### config.mk
export PLATFORM = sky130hd
export DESIGN_NAME = bc_dest_ctrl
export DESIGN_NICKNAME = d
export VERILOG_FILES = /design/src/rtl/bc_dest_ctrl.sv
export SDC_FILE = /design/constraint.sdc
export NUM_CORES = 1
export LEC_CHECK = 0
export ABC_AREA = 0
export CAP_MARGIN = 15
export CORE_MARGIN = 3
export CORE_UTILIZATION = 25
export DETAILED_ROUTE_END_ITERATION = 8
export SETUP_SLACK_MARGIN = 0.2
export SLEW_MARGIN = 20
export SYNTH_ARGS = -nofsm -noshare
export SYNTH_HDL_FRONTEND = slang
export SYNTH_SLANG_ARGS = --single-unit
### constraint.sdc
create_clock -name clk -period 5.7 [get_ports clk]
set_clock_uncertainty 0.15 [all_clocks]
set_input_delay 0.57 -clock clk [delete_from_list [all_inputs] [get_ports clk]]
set_output_delay 0.57 -clock clk [all_outputs]
set_load 0.02 [all_outputs]
### src/rtl/bc_dest_ctrl.sv
// rtl/bc_dest_ctrl.sv - destination sequencer in front of the barcode reader
// Arms motion toward a station ID, consumes reader IDs, stops on match, faults on watchdog/pass limit.
module bc_dest_ctrl #(
  parameter int unsigned       TMO_W    = 24,
  parameter logic [TMO_W-1:0]  TMO_CYC  = 24'd10_000_000,
  parameter logic [3:0]        MAX_PASS = 4'd15
) (
  input  logic       clk,
  input  logic       rst_n,
  input  logic       cmd_vld_i,
  input  logic [7:0] cmd_i,
  input  logic       abort_i,
  input  logic       ID_vld_i,
  input  logic [7:0] ID_i,
  output logic       cmd_rdy_o,
  output logic       clr_cmd_o,
  output logic       cmd_err_o,
  output logic       clr_ID_vld_o,
  output logic       go_o,
  output logic       arrived_o,
  output logic       fault_o,
  output logic [3:0] pass_cnt_o,
  output logic [7:0] last_id_o
);

  typedef enum logic [2:0] {
    S_IDLE,
    S_ARMED,
    S_CHECK,
    S_ARRIVED,
    S_FAULT
  } state_t;

  state_t           state_q;
  logic [5:0]       dest_q;
  logic [TMO_W-1:0] timer_q;
  logic             cmd_rdy_q;
  logic             clr_cmd_q;
  logic             cmd_err_q;
  logic             clr_ID_vld_q;
  logic             go_q;
  logic             arrived_q;
  logic             fault_q;
  logic [3:0]       pass_cnt_q;
  logic [7:0]       last_id_q;

  logic [3:0]       pass_cnt_d;
  logic             id_take;
  logic             id_match;

  // The reader only drops ID_vld on the edge after our pulse, so skip that one cycle.
  assign id_take    = ID_vld_i && !clr_ID_vld_q;
  assign id_match   = (last_id_q == {2'b00, dest_q});
  assign pass_cnt_d = pass_cnt_q + 4'd1;

  always_ff @(posedge clk or negedge rst_n) begin
    if (!rst_n) begin
      state_q      <= S_IDLE;
      dest_q       <= '0;
      timer_q      <= '0;
      cmd_rdy_q    <= 1'b0;
      clr_cmd_q    <= 1'b0;
      cmd_err_q    <= 1'b0;
      clr_ID_vld_q <= 1'b0;
      go_q         <= 1'b0;
      arrived_q    <= 1'b0;
      fault_q      <= 1'b0;
      pass_cnt_q   <= '0;
      last_id_q    <= '0;
    end else begin
      clr_cmd_q    <= 1'b0;
      cmd_err_q    <= 1'b0;
      clr_ID_vld_q <= 1'b0;
      case (state_q)
        S_IDLE, S_ARRIVED, S_FAULT: begin
          cmd_rdy_q <= 1'b1;
          if (id_take) begin
            clr_ID_vld_q <= 1'b1;
          end
          if (cmd_vld_i) begin
            clr_cmd_q <= 1'b1;
            if (cmd_i[7:6] == 2'b00) begin
              dest_q     <= cmd_i[5:0];
              pass_cnt_q <= '0;
              arrived_q  <= 1'b0;
              fault_q    <= 1'b0;
              timer_q    <= TMO_CYC;
              go_q       <= 1'b1;
              cmd_rdy_q  <= 1'b0;
              state_q    <= S_ARMED;
            end else begin
              cmd_err_q <= 1'b1;
            end
          end
        end
        S_ARMED: begin
          timer_q <= timer_q - TMO_W'(1);
          if (abort_i) begin
            go_q      <= 1'b0;
            cmd_rdy_q <= 1'b1;
            state_q   <= S_IDLE;
          end else if (id_take) begin
            last_id_q    <= ID_i;
            clr_ID_vld_q <= 1'b1;
            state_q      <= S_CHECK;
          end else if (timer_q == TMO_W'(1)) begin
            go_q      <= 1'b0;
            fault_q   <= 1'b1;
            cmd_rdy_q <= 1'b1;
            state_q   <= S_FAULT;
          end
        end
        S_CHECK: begin
          if (id_match) begin
            go_q      <= 1'b0;
            arrived_q <= 1'b1;
            cmd_rdy_q <= 1'b1;
            state_q   <= S_ARRIVED;
          end else if (pass_cnt_d == MAX_PASS) begin
            pass_cnt_q <= MAX_PASS;
            go_q       <= 1'b0;
            fault_q    <= 1'b1;
            cmd_rdy_q  <= 1'b1;
            state_q    <= S_FAULT;
          end else begin
            pass_cnt_q <= pass_cnt_d;
            timer_q    <= TMO_CYC;
            state_q    <= S_ARMED;
          end
        end
        default: begin
          go_q      <= 1'b0;
          cmd_rdy_q <= 1'b1;
          state_q   <= S_IDLE;
        end
      endcase
    end
  end

  assign cmd_rdy_o    = cmd_rdy_q;
  assign clr_cmd_o    = clr_cmd_q;
  assign cmd_err_o    = cmd_err_q;
  assign clr_ID_vld_o = clr_ID_vld_q;
  assign go_o         = go_q;
  assign arrived_o    = arrived_q;
  assign fault_o      = fault_q;
  assign pass_cnt_o   = pass_cnt_q;
  assign last_id_o    = last_id_q;

endmodule
==> flow_summary.json <==
{
  "yosysSeqAreaShare_pct": 47.49,
  "start_kind": "input pin",
  "wl_met1_microns": 3085,
  "firstDrtPassIters": 4,
  "n_antenna_cell": 0,
  "grt_max_degree": 53,
  "cts_setup_buffers": 0,
  "clockBufferDepth": 2,
  "drv_cap": 0,
  "syn_inst": 277,
  "tightest_slew_ns": 1.112,
  "syn2layout_area_growth_pct": 23.84,
  "layout-drive-gt1-share_pct": 12.97,
  "synthFlopType": "dfrtp_1",
  "routed_via_density": 4.949,
  "status": "complete, no violations",
  "htreeDepth": 2,
  "slowest_delay_ns": 0.90,
  "antenna_left": 0,
  "crit_arrival_ns": 3.06,
  "critPathRequiredTime_ns": 5.80,
  "clkSlewWorstSetupHoldPaths_ns": 0.10,
  "dp_hpwl_microns": 4342,
  "met2_wirelength_microns": 2780,
  "io_buffers": 39,
  "overflow": 0,
  "ys_top_cells_by_area": "dfrtp_1 47%, mux2_2 6.2%, nor3_1 3.3%, nor2_1 2.9%, a21oi_1 2.7%",
  "cpMaxStageDelayCell": "a21oi_1",
  "ys_warn_count": 0,
  "synth_edf_count": 0,
  "setup_viol": 0,
  "layout_min_cycle_time_ns": 2.964,
  "slew_viol_final": 0,
  "route.detailed.drc": 0,
  "design.core.area_sq_mm": 0.01051,
  "hp-class": "input pin to asynchronous set/reset pin",
  "insertion_delay_ns": 0.31,
  "setup_ws_ns": 2.736,
  "synth_top_area_share_pct": 47.49,
  "p_leak_nw": 1.347,
  "place_ws_ns": 2.466,
  "synth_top_cell_by_area": "dfrtp_1",
  "cts_root_buf": "clkbuf_8",
  "track_usage_pct": 10.32,
  "final_common_cell": "dfrtp_1",
  "synth_cell_type_count": 54,
  "wl_met3_microns": 254,
  "antenna_found_initial": 0,
  "r2r-start": "state_q[1]$_DFFE_PN0P_",
  "powerDensity_mw_per_mm2": 457.4,
  "synth_area_per_cell_sq_um": 9.892,
  "layout_common_cells": "52 x dfrtp_1, 38 x clkdlybuf4s50_1, 21 x nor2_1",
  "synthesis.area_sq_mm": 0.002740,
  "peakVddDrop_v": 0.0001847,
  "wl_per_cell_microns": 13.63,
  "endpoint_kind": "register",
  "hold_viol_final": 0,
  "vias": 2237,
  "relSlewSlack_pct": 25.88,
  "first_global_vias": 2211,
  "drtIter0Drc": 152,
  "cp_cell_sequence": "clkdlybuf4s50_1, or3b_2, o21ai_0, a22oi_1, a21oi_1, o221a_2",
  "reg2reg_depth": 5,
  "cts-resized-gates": 0,
  "setup_tns_ns": 0,
  "die_area_sq_mm": 0.01225,
  "grt_pass1_wl_microns": 10810,
  "cts_buffers": 5,
  "cp_max_fo": 13,
  "crit_start": "cmd_vld_i",
  "initial_core_util_pct": 26.07,
  "worstSetupPathType": "input pin to register",
  "fmax_mhz": 337.4,
  "async_flop_share_pct": 100.0,
  "highest-signal-layer": "met4",
  "synth.net_count": 302,
  "fillers": 1048,
  "place_congestion": 0.8099,
  "routed_wirelength_microns": 6163,
  "cts_sinks": 52,
  "io-pin-count": 40,
  "postCtsHoldBufs": 0,
  "fin_crit_sh_pct": 52.00,
  "rsz0062_at_grt": "no",
  "rows": 37,
  "chipWidth_microns": 110.7,
  "ys_ff_latch": 52,
  "die_h_microns": 110.7,
  "cts_tree": "yes",
  "fin_nets": 341
}
## cell usage after synthesis (3+ instances only)
library cell and number:
dfrtp_1 52, nor2_1 21, nor3_1 18, nand2_1 17
a21oi_1 15, mux2_2 15, o21ai_0 13, inv_1 9
nand3_1 9, a31oi_1 8, o21a_1 7, clkbuf_1 6
o31ai_1 6, xnor2_1 6, nand4_1 5, a21o_1 4
ha_1 4, and2_1 3, and3_1 3, nand2b_1 3
nor2b_1 3, nor3_2 3, nor4_1 3, or2_2 3
or3_1 3, or3b_2 3
## metal layers
metal | GRT usage (%) | up-vias
met5 | 0 | -
met4 | 2.956 | 0
met3 | 1.638 | 6
met2 | 16.10 | 50
met1 | 14.77 | 1082
li1 | - | 1099
## cell type report
| class | instances | area, sq um | share of cell area, % |
|---|---|---|---|
| clock inverter | 2 | 60.06 | 1.770 |
| inverter | 10 | 37.54 | 1.106 |
| multi-input combinational | 206 | 1355 | 39.93 |
| clock buffer | 5 | 68.82 | 2.028 |
| tap | 136 | 170.2 | 5.015 |
| timing repair buffer | 41 | 400.4 | 11.80 |
| sequential | 52 | 1301 | 38.35 |
## where the power goes
| part | switching (mW) | total [mW] | internal (mW) |
|---|---|---|---|
| logic | 0.353 | 0.644 | 0.291 |
| clock network | 0.122 | 0.295 | 0.173 |
| registers | 0.127 | 0.613 | 0.486 |
## state kept, by name, summed over array words and instances, names as in the netlist
register / count
state_q: 3
go_o: 1
arrived_o: 1
dest_q: 6
cmd_rdy_o: 1
fault_o: 1
timer_q: 24
clr_cmd_o: 1
cmd_err_o: 1
pass_cnt_o: 4
clr_ID_vld_o: 1
last_id_o: 8
## critical path, delay by kind of cell
kind,cells,cell delay (ns)
AOI/OAI and AO/OA,4,1.50
buffers and inverters,1,0.49
and+or+nand+nor,1,0.50
## kinds of logic after synthesis
logic type,Yosys count,synth area share [%]
flops,52,47.49
xor+xnor,7,2.237
simple gates,105,20.82
mux,16,6.530
buf+inv,19,3.059
compound gates,74,18.04
fa+ha+maj,4,1.827
## stage by stage
| step | util [%] | cell area [sq um] | cells | power (mW) | hold WS [ns] |
|---|---|---|---|---|---|
| final | 32.29 | 3393 | 452 | 1.552 | 0.2185 |
| after global routing | 32.29 | 3393 | 452 | 1.666 | 0.2771 |
| after global placement | 31.06 | 3264 | 445 | 1.248 | 0.3182 |
| after floorplan | - | 2740 | 277 | 1.045 | 0.1244 |
| after CTS | 32.29 | 3393 | 452 | 1.567 | 0.2416 |
| after detailed placement | 31.06 | 3264 | 445 | 1.267 | 0.3257 |
## path summary, 6_finish.rpt
check	end	slack, ns
worst max-delay path	timer_q[7]$_DFFE_PN0P_	2.74
worst min-delay path	pass_cnt_o[1]$_DFFE_PN0P_	0.22
worst max register to register	timer_q[7]$_DFFE_PN0P_	2.99
worst min register to register	arrived_o$_DFFE_PN0P_	0.34
max in group asynchronous	dest_q[4]$_DFFE_PN0P_	4.73
min in group clk	arrived_o$_DFFE_PN0P_	0.34
Power figures use the tool's default switching activity.
